==> src/rtl/chiplet_types_pkg.sv <==
// chiplet_types_pkg: types shared across the chiplet fabric.
package chiplet_types_pkg;

    // One 32-bit fabric flit; byte 0 sits in bits [7:0].
    typedef logic [31:0] flit_t;

endpackage

==> src/rtl/phy_types_pkg.sv <==
// phy_types_pkg: PHY receive-side control characters, CRC constants and FSM states.
package phy_types_pkg;

    localparam logic [7:0]  K_SOP    = 8'hBC;
    localparam logic [7:0]  K_EOP    = 8'h3C;
    localparam logic [15:0] CRC_POLY = 16'h1021;
    localparam logic [15:0] CRC_INIT = 16'hFFFF;

    typedef enum logic [1:0] {
        IDLE = 2'd0,
        ASSM = 2'd1,
        DROP = 2'd2
    } rx_state_t;

endpackage

==> src/rtl/phy_rx_crc16.sv <==
// phy_rx_crc16: one byte of CRC-16-CCITT (MSB first), purely combinational so
// several instances can be chained to fold a whole flit in one cycle.
module phy_rx_crc16
    import phy_types_pkg::*;
(
    input  logic        init,
    input  logic        en,
    input  logic [7:0]  data,
    input  logic [15:0] crc_in,
    output logic [15:0] crc
);
    logic [15:0] c;
    logic        fb;

    // Shift the byte through the LFSR one bit at a time, MSB first.
    always_comb begin
        // NOTE: blocking assignments here on purpose; each loop pass must see the previous pass's value.
        c  = init ? CRC_INIT : crc_in;
        fb = 1'b0;
        if (en) begin
            for (int i = 7; i >= 0; i--) begin
                fb = c[15] ^ data[i];
                c  = {c[14:0], 1'b0} ^ (fb ? CRC_POLY : 16'h0000);
            end
        end
        crc = c;
    end

endmodule

==> src/rtl/phy_rx_lane_assembler.sv <==
// phy_rx_lane_assembler: gathers NLANES decoded 8b10b byte lanes into 32-bit
// flits framed by K_SOP / K_EOP beats and queues them in an output FIFO.
// Optional feature macro: PHY_RX_CRC_EN -- each flit is staged for one flit
// time; the flit in front of EOP is the CRC-16 word and is checked, not forwarded.
module phy_rx_lane_assembler
    import phy_types_pkg::*;
    import chiplet_types_pkg::*;
#(
    parameter int NLANES     = 2,
    parameter int FIFO_DEPTH = 4
) (
    input  logic                clk,
    input  logic                n_rst,
    input  logic [NLANES*8-1:0] lane_data,
    input  logic [NLANES-1:0]   lane_k,
    input  logic [NLANES-1:0]   lane_valid,
    input  logic [NLANES-1:0]   lane_err,
    output flit_t               flit,
    output logic                flit_valid,
    input  logic                flit_ready,
    output logic                packet_done,
    output logic                crc_corr,
    output logic                err_out
);
    localparam int BEATS = 4 / NLANES;
    localparam int CNT_W = (BEATS > 1) ? $clog2(BEATS) : 1;
    localparam int PTR_W = $clog2(FIFO_DEPTH);
    localparam logic [PTR_W:0] FULL_CNT = FIFO_DEPTH[PTR_W:0];

    rx_state_t        state, state_next;
    logic [CNT_W-1:0] beat_cnt;
    flit_t            asm_q, asm_flit, push_data;
    logic             all_valid, skew, all_k, no_k, is_sop, is_eop, last_beat;
    logic             store, complete, end_pkt, proto_err;
    logic             push_req, overflow, push_ok, pop, err_evt, eop_allowed, crc_ok;

    flit_t            mem [FIFO_DEPTH];
    logic [PTR_W-1:0] wr_ptr, rd_ptr;
    logic [PTR_W:0]   count;

    // Classify the lane beat and build the flit it would complete at the current beat slot.
    always_comb begin
        all_valid = &lane_valid;
        skew      = (|lane_valid) && !all_valid;
        all_k     = &lane_k;
        no_k      = ~|lane_k;
        is_sop    = all_valid && all_k;
        is_eop    = all_valid && all_k;
        for (int l = 0; l < NLANES; l++) begin
            is_sop = is_sop && (lane_data[l*8 +: 8] == K_SOP);
            is_eop = is_eop && (lane_data[l*8 +: 8] == K_EOP);
        end
        asm_flit = asm_q;
        for (int b = 0; b < 4; b++) begin
            if (CNT_W'(b / NLANES) == beat_cnt)
                asm_flit[b*8 +: 8] = lane_data[(b % NLANES)*8 +: 8];
        end
        last_beat = (beat_cnt == CNT_W'(BEATS - 1));
    end

    // FSM state register.
    always_ff @(posedge clk or negedge n_rst) begin
        if (!n_rst) state <= IDLE;
        else        state <= state_next;
    end

    // FSM next state: errors win over EOP; DROP waits for EOP and ignores SOP.
    always_comb begin
        state_next = state;
        case (state)
            IDLE:    if (is_sop) state_next = ASSM;
            ASSM: begin
                if (err_evt)      state_next = DROP;
                else if (end_pkt) state_next = IDLE;
            end
            DROP:    if (is_eop) state_next = IDLE;
            default: state_next = IDLE;
        endcase
    end

    // FSM outputs: what the current beat means for the packet being assembled.
    always_comb begin
        // NOTE: every signal gets a default first so no path through the block can infer a latch.
        store     = 1'b0;
        complete  = 1'b0;
        end_pkt   = 1'b0;
        proto_err = 1'b0;
        if (state == ASSM) begin
            if (skew || (|lane_err)) begin
                proto_err = 1'b1;
            end else if (all_valid) begin
                if (no_k) begin
                    store    = 1'b1;
                    complete = last_beat;
                end else if (is_eop && beat_cnt == '0 && eop_allowed) begin
                    end_pkt = 1'b1;
                end else begin
                    proto_err = 1'b1;
                end
            end
        end
    end

    // FIFO handshake: a full FIFO still accepts a push when the head leaves the same cycle.
    always_comb begin
        pop      = flit_valid && flit_ready;
        overflow = push_req && (count == FULL_CNT) && !pop;
        push_ok  = push_req && !overflow;
        err_evt  = proto_err || overflow;
    end

`ifdef PHY_RX_CRC_EN
    flit_t       staged;
    logic        staged_valid, crc_first;
    logic [15:0] crc_acc;
    logic [15:0] crc_link [5];

    assign push_req    = complete && staged_valid;
    assign push_data   = staged;
    assign eop_allowed = staged_valid;
    assign crc_ok      = (staged[15:0] == (crc_first ? CRC_INIT : crc_acc));
    assign crc_link[0] = crc_acc;

    for (genvar b = 0; b < 4; b++) begin : g_crc
        phy_rx_crc16 u_crc (
            .init   (crc_first && (b == 0)),
            .en     (push_ok),
            .data   (staged[b*8 +: 8]),
            .crc_in (crc_link[b]),
            .crc    (crc_link[b+1])
        );
    end

    // Stage each completed flit; fold a flit into the CRC only once it is actually forwarded.
    always_ff @(posedge clk or negedge n_rst) begin
        if (!n_rst) begin
            staged       <= '0;
            staged_valid <= 1'b0;
            crc_first    <= 1'b1;
            crc_acc      <= CRC_INIT;
        end else if (state == IDLE && is_sop) begin
            staged_valid <= 1'b0;
            crc_first    <= 1'b1;
        end else if (complete) begin
            staged       <= asm_flit;
            staged_valid <= 1'b1;
            if (push_ok) begin
                crc_acc   <= crc_link[4];
                crc_first <= 1'b0;
            end
        end
    end
`else
    assign push_req    = complete;
    assign push_data   = asm_flit;
    assign eop_allowed = 1'b1;
    assign crc_ok      = 1'b1;
`endif

    // Beat counter and partial-flit bytes; SOP or any error restarts at beat 0.
    always_ff @(posedge clk or negedge n_rst) begin
        if (!n_rst) begin
            beat_cnt <= '0;
            asm_q    <= '0;
        end else if ((state == IDLE && is_sop) || err_evt) begin
            beat_cnt <= '0;
        end else if (store) begin
            asm_q    <= asm_flit;
            beat_cnt <= last_beat ? '0 : beat_cnt + 1'b1;
        end
    end

    // FIFO storage write.
    // NOTE: the storage array has no reset; flit is forced to 0 while empty, so stale entries never show.
    always_ff @(posedge clk) begin
        if (push_ok) mem[wr_ptr] <= push_data;
    end

    // FIFO pointers and occupancy.
    always_ff @(posedge clk or negedge n_rst) begin
        if (!n_rst) begin
            wr_ptr <= '0;
            rd_ptr <= '0;
            count  <= '0;
        end else begin
            if (push_ok) wr_ptr <= wr_ptr + 1'b1;
            if (pop)     rd_ptr <= rd_ptr + 1'b1;
            case ({push_ok, pop})
                2'b10:   count <= count + 1'b1;
                2'b01:   count <= count - 1'b1;
                default: ;
            endcase
        end
    end

    assign flit_valid = (count != '0);
    assign flit       = flit_valid ? mem[rd_ptr] : '0;

    // Registered status pulses, one cycle after the beat that caused them.
    always_ff @(posedge clk or negedge n_rst) begin
        if (!n_rst) begin
            packet_done <= 1'b0;
            crc_corr    <= 1'b0;
            err_out     <= 1'b0;
        end else begin
            packet_done <= end_pkt;
            crc_corr    <= end_pkt && crc_ok;
            err_out     <= err_evt;
        end
    end

endmodule

==> config.mk <==
export PLATFORM = sky130hd
export DESIGN_NAME = phy_rx_lane_assembler
export DESIGN_NICKNAME = d
export VERILOG_FILES = /design/src/rtl/chiplet_types_pkg.sv /design/src/rtl/phy_types_pkg.sv /design/src/rtl/phy_rx_crc16.sv /design/src/rtl/phy_rx_lane_assembler.sv
export SDC_FILE = /design/constraint.sdc
export NUM_CORES = 1
export LEC_CHECK = 0
export BUFFER_PORTS_ARGS = -buffer_cell sky130_fd_sc_hd__buf_4
export CAP_MARGIN = 30
export CORE_AREA = 2 2 113 137
export DETAILED_ROUTE_END_ITERATION = 16
export DIE_AREA = 0 0 115 139
export GPL_TIMING_DRIVEN = 0
export PLACE_DENSITY = 0.71
export SYNTH_ARGS = -nofsm -noshare
export SYNTH_HDL_FRONTEND = slang
export SYNTH_HIERARCHICAL = 1
export SYNTH_SLANG_ARGS = --single-unit
==> constraint.sdc <==
create_clock -name clk -period 6.3 [get_ports clk]
set_input_delay 0.315 -clock clk [delete_from_list [all_inputs] [get_ports clk]]
set_output_delay 0.315 -clock clk [all_outputs]
set_load 0.01 [all_outputs]
---- After elaboration in Yosys (flattened, before gate mapping) ----
Memory sizes are Yosys's and may differ from the RTL's.
Cells that the tools add are included.
cells by class
  add/subtract/negate cells ............... 5
  equality and inequality tests ........... 12
  muxes and demuxes ....................... 34
  bitwise gates (word level) .............. 2
  reductions and logical operators ........ 29
operators by type and width
  cell                   number
  $mux W32               1
  $mux W8                4
  $mux W1                23
  $eq A8 B6 Y1 const B   2
  $eq A8 B8 Y1 const B   2
  $logic_and A1 B1 Y1    12
  $mux W2                4
  $pmux W2 S3            1
  $pmux W3 S2            1
  $reduce_and A2 Y1      3
  $reduce_or A2 Y1       3
  $add A2 B1 Y2 const B  2
  $eq A2 B1 Y1 const B   2
  $eq A2 B2 Y1 const B   2
  $ne A2 B2 Y1 const B   2
  $reduce_bool A2 Y1     2
  $add A3 B1 Y3 const B  1
  $eq A3 B3 Y1 const B   1
  $logic_not A1 Y1       3
  $logic_or A1 B1 Y1     3
  $ne A3 B3 Y1 const B   1
  $reduce_and A3 Y1      1
  $reduce_bool A3 Y1     1
  $sub A3 B1 Y3 const B  1
  3 further kinds        4
storage, ports and cells
  register bits after elaboration ......... 44
  memory bits (writable) .................. 128
  logic and storage cells ................. 91
  memories kept ........................... 1
memory list
  memory  words  width  rd ports  clocked after memory_dff  wr ports  line                         source
  mem     4      32     1         0                         1         phy_rx_lane_assembler.sv:37  flit_t mem [FIFO_DEPTH];

---- Logic depth before layout (Yosys ltp) ----
Gate-level depths: netlist of the first run.
  depth after elaboration ................. 14
  mapped depth ............................ 11
  gate-level depth less buffers ........... 11

---- Worst setup path before layout of the first run ----
Ideal clock, no wire load.
  kind .................................... input port to flip-flop
  start point ............................. in lane_valid[0]
  end point ............................... mem mem[0][0] (netlist name), enable pin
  data arrival time ....................... 2.128 ns
  setup slack ............................. 3.780 ns
  stages on the path ...................... 5
  path through ............................ ha_1 > nor3_4 > nand4_4 > nor3b_2 > and2_1
between the ends
  word-level cells in the longest chain between the ends .. 12
  elaborated cells on any way between the ends .. 14
ends and longest elaborated chain
  what                               line                          source
  start, declared                    phy_rx_lane_assembler.sv:16   input logic [NLANES-1:0] lane_valid,
  $reduce_and A2 Y1                  phy_rx_lane_assembler.sv:43   all_valid = &lane_valid;
  $logic_not A1 Y1                   phy_rx_lane_assembler.sv:44   skew = (|lane_valid) && !all_valid;
  $logic_and A1 B1 Y1                phy_rx_lane_assembler.sv:44
  $logic_or A1 B1 Y1                 phy_rx_lane_assembler.sv:89   if (skew || (|lane_err)) begin
  $mux W1 (*)                        phy_rx_lane_assembler.sv:89
  $mux W1 (*)                        phy_rx_lane_assembler.sv:88   if (state == ASSM) begin
  $logic_and A1 B1 Y1 (2 in a row)   phy_rx_lane_assembler.sv:107  overflow = push_req && (count == FULL_CNT) && !pop;
  $logic_not A1 Y1                   phy_rx_lane_assembler.sv:108  push_ok = push_req && !overflow;
  $logic_and A1 B1 Y1 (*)            phy_rx_lane_assembler.sv:108
  $mux W1 (*)                        phy_rx_lane_assembler.sv:176  if (push_ok) mem[wr_ptr] <= push_data;
  $mux W1 (implied by the code) (*)  phy_rx_lane_assembler.sv:176
  end, declared                      phy_rx_lane_assembler.sv:37
Every way passes the cells marked *; elsewhere a longest branch is shown, timed or not.

---- Worst setup path in the final report of the first run ----
  start point ............................. reg rd_ptr[1]
  end point ............................... out flit[7]
between the ends
  word-level cells in the longest chain between the ends .. 2
ends and longest elaborated chain
  what                    line                          source
  start, declared         phy_rx_lane_assembler.sv:38   logic [PTR_W-1:0] wr_ptr, rd_ptr;
  start signal, assigned  phy_rx_lane_assembler.sv:187  if (pop) rd_ptr <= rd_ptr + 1'b1;
  $mem_v2 Z4 W32          --
  $mux W32                phy_rx_lane_assembler.sv:197  assign flit = flit_valid ? mem[rd_ptr] : '0;
  end, declared           phy_rx_lane_assembler.sv:18   output flit_t flit,
Every way passes these cells.

==> results of run 1 <==
## per-stage QoR
stage / std cells / hold slack [ns] / cell area, sq um / setup WS [ns] / power, mW
finish: 663 / 0.204 / 8730 / 3.75 / 2.97
CTS: 663 / 0.187 / 8730 / 3.68 / 3.00
global route: 663 / 0.196 / 8730 / 3.62 / 3.09
detailed placement: 630 / 0.369 / 8140 / 3.60 / 1.99
floorplan: 388 / 0.0194 / 7350 / 3.78 / 1.70
global placement: 626 / 0.368 / 8030 / 2.89 / 1.98
## layout make-up
class	count	area, sq um	share of cell area, %
clock inverter	15	155	1.78
timing repair buffer	65	571	6.53
tap	178	223	2.55
clock buffer	17	425	4.87
sequential	172	4940	56.6
buffer	20	125	1.43
inverter	7	26.3	0.301
multi-input combinational	189	2260	25.9
## power by group
group	switching, mW	leakage, nW	internal [mW]
clock network	0.461	0.291	0.562
logic	0.338	1.31	0.368
registers	0.0138	1.61	1.23
total	0.813	3.22	2.16
## critical path, delay by kind of cell, from the launching register on
family / cells / cell delay (ns)
buffers and inverters: 3 / 0.91
multiplexers: 1 / 0.41
flip-flops: 1 / 0.32
AND/OR/NAND/NOR: 1 / 0.17
## Yosys cell counts (all sizes together), types with 2 or more instances
library cell | instances | area [sq um]
nor3 | 3 | 26.3
mux4 | 32 | 721
mux2 | 65 | 845
edfxtp | 128 | 3840
xor2 | 3 | 26.3
buf | 14 | 103
clkbuf | 6 | 22.5
dfrtp | 44 | 1100
or3 | 2 | 12.5
ha | 6 | 75.1
inv | 7 | 26.3
nor2 | 6 | 22.5
nand2 | 7 | 26.3
and2 | 37 | 231
o21ai | 2 | 10.0
nor4 | 3 | 31.3
nand4 | 3 | 33.8
xnor2 | 4 | 35.0
nand3 | 2 | 10.0
## cell families (layout without fill, tap and decap cells)
group                      count (synthesis)  after routing  synth area share, %
AOI/OAI and AO/OA                          6              6                0.562
xor gates and xnor gates                   7              7                0.834
adders and majority gates                  7              7                 1.29
buffers and inverters                     27            124                 2.06
DFF                                      172            172                 67.2
muxes                                     98             98                 21.4
and+or+nand+nor                           71             71                 6.59
## what timing repair did
action                                 CTS  global route
endpoints found under the hold margin   44             0
resized for setup                        0             0
hold buffers                             1             0
## metal layers
| layer | vias up | track usage, % | share of wire [%] |
|---|---|---|---|
| li1 | 1659 | - | - |
| met1 | 1905 | 26.7 | 42 |
| met2 | 111 | 31.3 | 52 |
| met3 | 21 | 4.20 | 4.6 |
| met4 | 0 | 6.85 | 1.7 |
| met5 | - | 0 | 0 |
## state kept, by name (all words and copies together) (netlist names)
signal	cells
asm_q	32
beat_cnt	1
count	3
crc_corr	1
err_out	1
mem	128
rd_ptr	2
state	2
wr_ptr	2
## worst paths after layout
| kind | endpoint | slack, ns | cells after the start |
|---|---|---|---|
| max | flit[7] | 3.75 | 5 |
| min | state[0] | 0.20 | 4 |
| max reg2reg | mem[0][5] | 3.92 | 5 |
| min reg2reg | asm_q[31] | 0.49 | 1 |
| max in group asynchronous | asm_q[4] | 5.43 | 2 |
| min in group asynchronous | asm_q[11] | 0.45 | 2 |
## cell usage in the layout (no fill, tap or decap), types with 2 or more instances in the layout
cell	netlist	layout
buf_2	7	7
or3_1	2	2
nand3_1	2	2
and2_2	0	4
clkinv_2	0	2
o21ai_0	2	2
clkbuf_1	6	6
nand4_1	2	2
buf_4	3	63
mux2_4	30	30
ha_1	6	6
buf_16	0	4
xnor2_1	4	4
mux2_1	3	3
inv_6	0	5
inv_1	7	7
nor4_2	2	2
inv_8	0	4
nor3_1	2	2
nor2_1	6	6
dfrtp_1	44	44
clkbuf_16	0	17
nand2_1	7	7
clkinv_4	0	3
xor2_1	3	3
mux2_2	32	32
mux4_2	32	32
edfxtp_1	128	128
buf_6	4	4
and2_1	37	33
==> flow_summary.toml, run 1 <==
[setup_path]
crit_path_start_kind = "register"
endpoint_kind = "output pin"
cp_cell_sequence = "clkbuf_1 > clkbuf_1 > mux4_2 > and2_1 > buf_4"
path_max_fanout = 10
path_common_cell = "clkbuf_1"
critical_path_class = "register to output pin"
cpPeakStageDelay_ns = 0.53
critPathLaunch = "rd_ptr[1]"
critical_path.slowest_cell = "clkbuf_1"
worst_ep_arrival_time_ns = 2.23
r2r_start = "state[1]"
worstPathRequired_ns = 5.98

[cells_and_area]
antenna_cells = 0
final_nets = 504
fillers = 1093
drive_above_1_share_pct = 44.5
syn2layout_area_growth_pct = 18.8
final_util_pct = 59.3

[timing]
finalSetupTns_ns = 0
setup_viol = 0
timing_hold_violations_final = 0
fmax_mhz = 392
fin_crit_sh_pct = 40.5
finalMaxSlewViolations = 0
fin_crit_ns = 2.55
rsz0062_at_grt = "no"
worst_pin_slew_ns = 0.632
finClkSkew_ns = 0.00875
slew_headroom_pct = 57.8

[routing]
wl_per_cell_um = 21.6
drc = 0
drtIter0Drc = 285
wl_um = 14300
drtAntennaViolNets = 0
vias = 3696
vias_per_cell = 5.57
dr.pass1.iters = 4

[placed_design]
gp_congestion = 0.768
hpwl_um = 9420
io_buffer_count = 60

[synth]
syn_area_per_cell_sq_um = 19.0
synth_nets = 420
synth-seq-cells = 172
synth_cells = 388
synth_top_flop_cell = "edfxtp_1"
syn_area_sq_um = 7350
synth-seq-area-share_pct = 67.2
async_flop_share_pct = 25.6
ys_warn_count = 6
yosysUniqueCellTypes = 40
synth_edf_count = 128

[global_route]
track_usage_pct = 19.6
grt-ovfl-total = 0
grt_pass1_wl_um = 22700
antenna_found_initial = 0
first_global_vias = 3966
grt_max_degree = 45

[floorplanning]
io_pins = 61
coreArea_sq_um = 14700
initial_core_util_pct = 50.0
dieArea_sq_um = 16000
die_width_um = 115
die_h_um = 139
core.rowCount = 49

[flow_run]
maxCapViolCount = 0

[power]
p_leak_nw = 3.22
vdd.ir_drop.worst_mv = 0.200
power_density_nw_per_um2 = 340

[cts]
cts_buffer_depth = 2
cts-root-buf = "clkbuf_16"
cts-buffers-inserted = 17
ctsHtreeMaxLevel = 4
path_clk_slew_ns = 0.07
post_cts_buffers = 0
clock_sinks = 172
clock_latency_ns = 0.42
cts_tree = "yes"

[status]
status = "complete, no violations"

[min_path]
hold_path.class = "primary input to register"
hp-start = "lane_err[1]"
Note: power is estimated with default switching activity, not from simulation.
==> inputs of run 2 (changes only) <==
Settings changed: PLACE_DENSITY 0.71 to 0.73.
Clock period 6.3 ns to 2.2 ns, I/O delays scaled along.
==> run 2 against run 1 <==
Setup slack lost 3.6 ns. First-iteration DRC count decreased by 11%. Design area rose by 0.11%. Sequential share of layout area down 0.065 points. Cell count grew 0.45%. Count of clock-buffer cells in the layout is 1 higher. Wire length decreased by 0.16%. Via count grew 1.2%. Critical path type unchanged. Largest power group unchanged. Highest routed layer unchanged.
==> flow_summary.toml, run 2 (synthesis gave the netlist of run 1 again) <==
[timing]
fmax_mhz = 481
finalMaxSlewViolations = 0
timing_hold_violations_final = 0
fin_crit_ns = 2.08
hold_slack_ns = 0.0149
slew_headroom_pct = 59.0
fin_crit_sh_pct = 94.6
finClkSkew_ns = 0.00600
setup_viol = 0
setup_ws_ns = 0.119
worst_pin_slew_ns = 0.614

[cts]
path_clk_slew_ns = 0.06
cts_tree = "yes"
clock_latency_ns = 0.43
ctsHtreeMaxLevel = 4
clock_sinks = 172
cts-buffers-inserted = 17
cts-root-buf = "clkbuf_16"
cts_buffer_depth = 2

[routing]
drtIter0Drc = 255
drtAntennaViolNets = 0
vias = 3739
wl_per_cell_um = 21.5
drc = 0
dr.pass1.iters = 5
vias_per_cell = 5.61
wl_um = 14300

[cells_and_area]
finalNonFillerCells = 666
syn2layout_area_growth_pct = 18.9
final_common_cell = "edfxtp_1"
top_regs = "mem (128), asm_q (32), count (3)"
final_util_pct = 59.4
largest_reg_flops = 128
antenna_cells = 0
final_nets = 507
final_cell_mix = "128 x edfxtp_1, 68 x buf_4, 44 x dfrtp_1"
largest_register = "mem"
drive_above_1_share_pct = 45.7

[setup_path]
r2r-end = "mem[1][22]"
worstRegToRegCells = 5
endpoint_kind = "output pin"
crit_path_start_kind = "register"
worstPathRequired_ns = 2.09
critical_path_class = "register to output pin"
worst_ep_arrival_time_ns = 1.97
path_max_fanout = 10
reg2reg_slack_ns = 0.12
r2r_start = "state[1]"

[placed_design]
gp_congestion = 0.765
io_buffer_count = 60
placedCellCount = 626
hpwl_um = 8650
pre_cts_slack_ns = -0.423

[min_path]
hp-start = "lane_data[0]"
hold_end = "crc_corr"
hold_path.class = "primary input to register"
hold_depth = 4

[floorplanning]
coreArea_sq_um = 14700
core.rowCount = 49
initial_core_util_pct = 50.0
dieArea_sq_um = 16000
die_h_um = 139
die_width_um = 115
io_pins = 61

[power]
p_leak_nw = 3.23
vdd.ir_drop.worst_mv = 0.506
power_mw = 8.57
power_density_nw_per_um2 = 980

[global_route]
track_usage_pct = 19.3
grt_pass1_wl_um = 22600
antenna_found_initial = 0
grt_max_degree = 45
first_global_vias = 4018
grt-ovfl-total = 0

[flow_run]
maxCapViolCount = 0

[status]
status = "complete, no violations"
run 2: cell count changes in the layout (fill, tap and decap cells not counted), sizes merged:
cell and change:
inv -2, dlygate4sd3 +3, clkbuf +1, clkinvlp +1
run 2: stage by stage:
step | TNS, ns | area (sq um)
2_1_floorplan | 0 | 7360
3_3_place_gp | -45.54 | 8030
3_5_place_dp | -52.58 | 8030
4_1_cts | -0.418 | 8680
5_1_grt | -0.0496 | 8740
6_report | 0 | 8740
run 2: timing repair:
| item | in CTS | in global routing |
|---|---|---|
| endpoints found under the hold margin | 46 | 0 |
| cloned | 0 | 0 |
| endpoints found under the setup margin | 158 | 159 |
| setup buffers | 3 | 3 |
| pin swaps | 1 | 3 |
| hold buffers | 4 | 0 |
| gates resized for setup | 7 | 17 |
run 2: cell type report:
type | count | area [sq um]
Buffer | 18 | 159
Clock buffer | 18 | 439
Clock inverter | 14 | 131
Fill cell | 1090 | 5970
Inverter | 7 | 26.3
Multi-Input combinational cell | 189 | 2280
Sequential cell | 172 | 4940
Tap cell | 178 | 223
Timing Repair Buffer | 70 | 536
run 2: how the worst max path moves through the flow:
stage	start	endpoint	slack, ns
3_5_place_dp	lane_valid[0]	mem[2][19]	-0.42
2_1_floorplan	state[1]	count[2]	0.17
5_1_grt	state[1]	mem[3][30]	-0.005
4_1_cts	rd_ptr[0]	flit[15]	-0.06
6_report	rd_ptr[0]	flit[8]	0.12
3_3_place_gp	lane_valid[0]	mem[0][19]	-0.36
run 2: worst max-delay path, cell delays in order (launching register included):
cell	delay [ns]
dfrtp_1	0.32
buf_4	0.19
buf_8	0.19
mux4_2	0.53
and2_1	0.17
buf_4	0.13
run 2: report_power, final:
group / switching, mW / total [mW] / leakage [nW] / internal (mW)
sequential: 0.0644 / 3.58 / 1.61 / 3.52
combinational: 0.970 / 2.11 / 1.33 / 1.14
clock: 1.26 / 2.87 / 0.283 / 1.61
run 2: routing by layer:
metal | GRT usage [%] | routed length [um] | share of wire (%)
met4 | 6.91 | 285 | 2.0
met2 | 30.7 | 7320 | 51
met3 | 3.67 | 726 | 5.1
met1 | 26.6 | 5980 | 42
met5 | 0 | 0 | 0
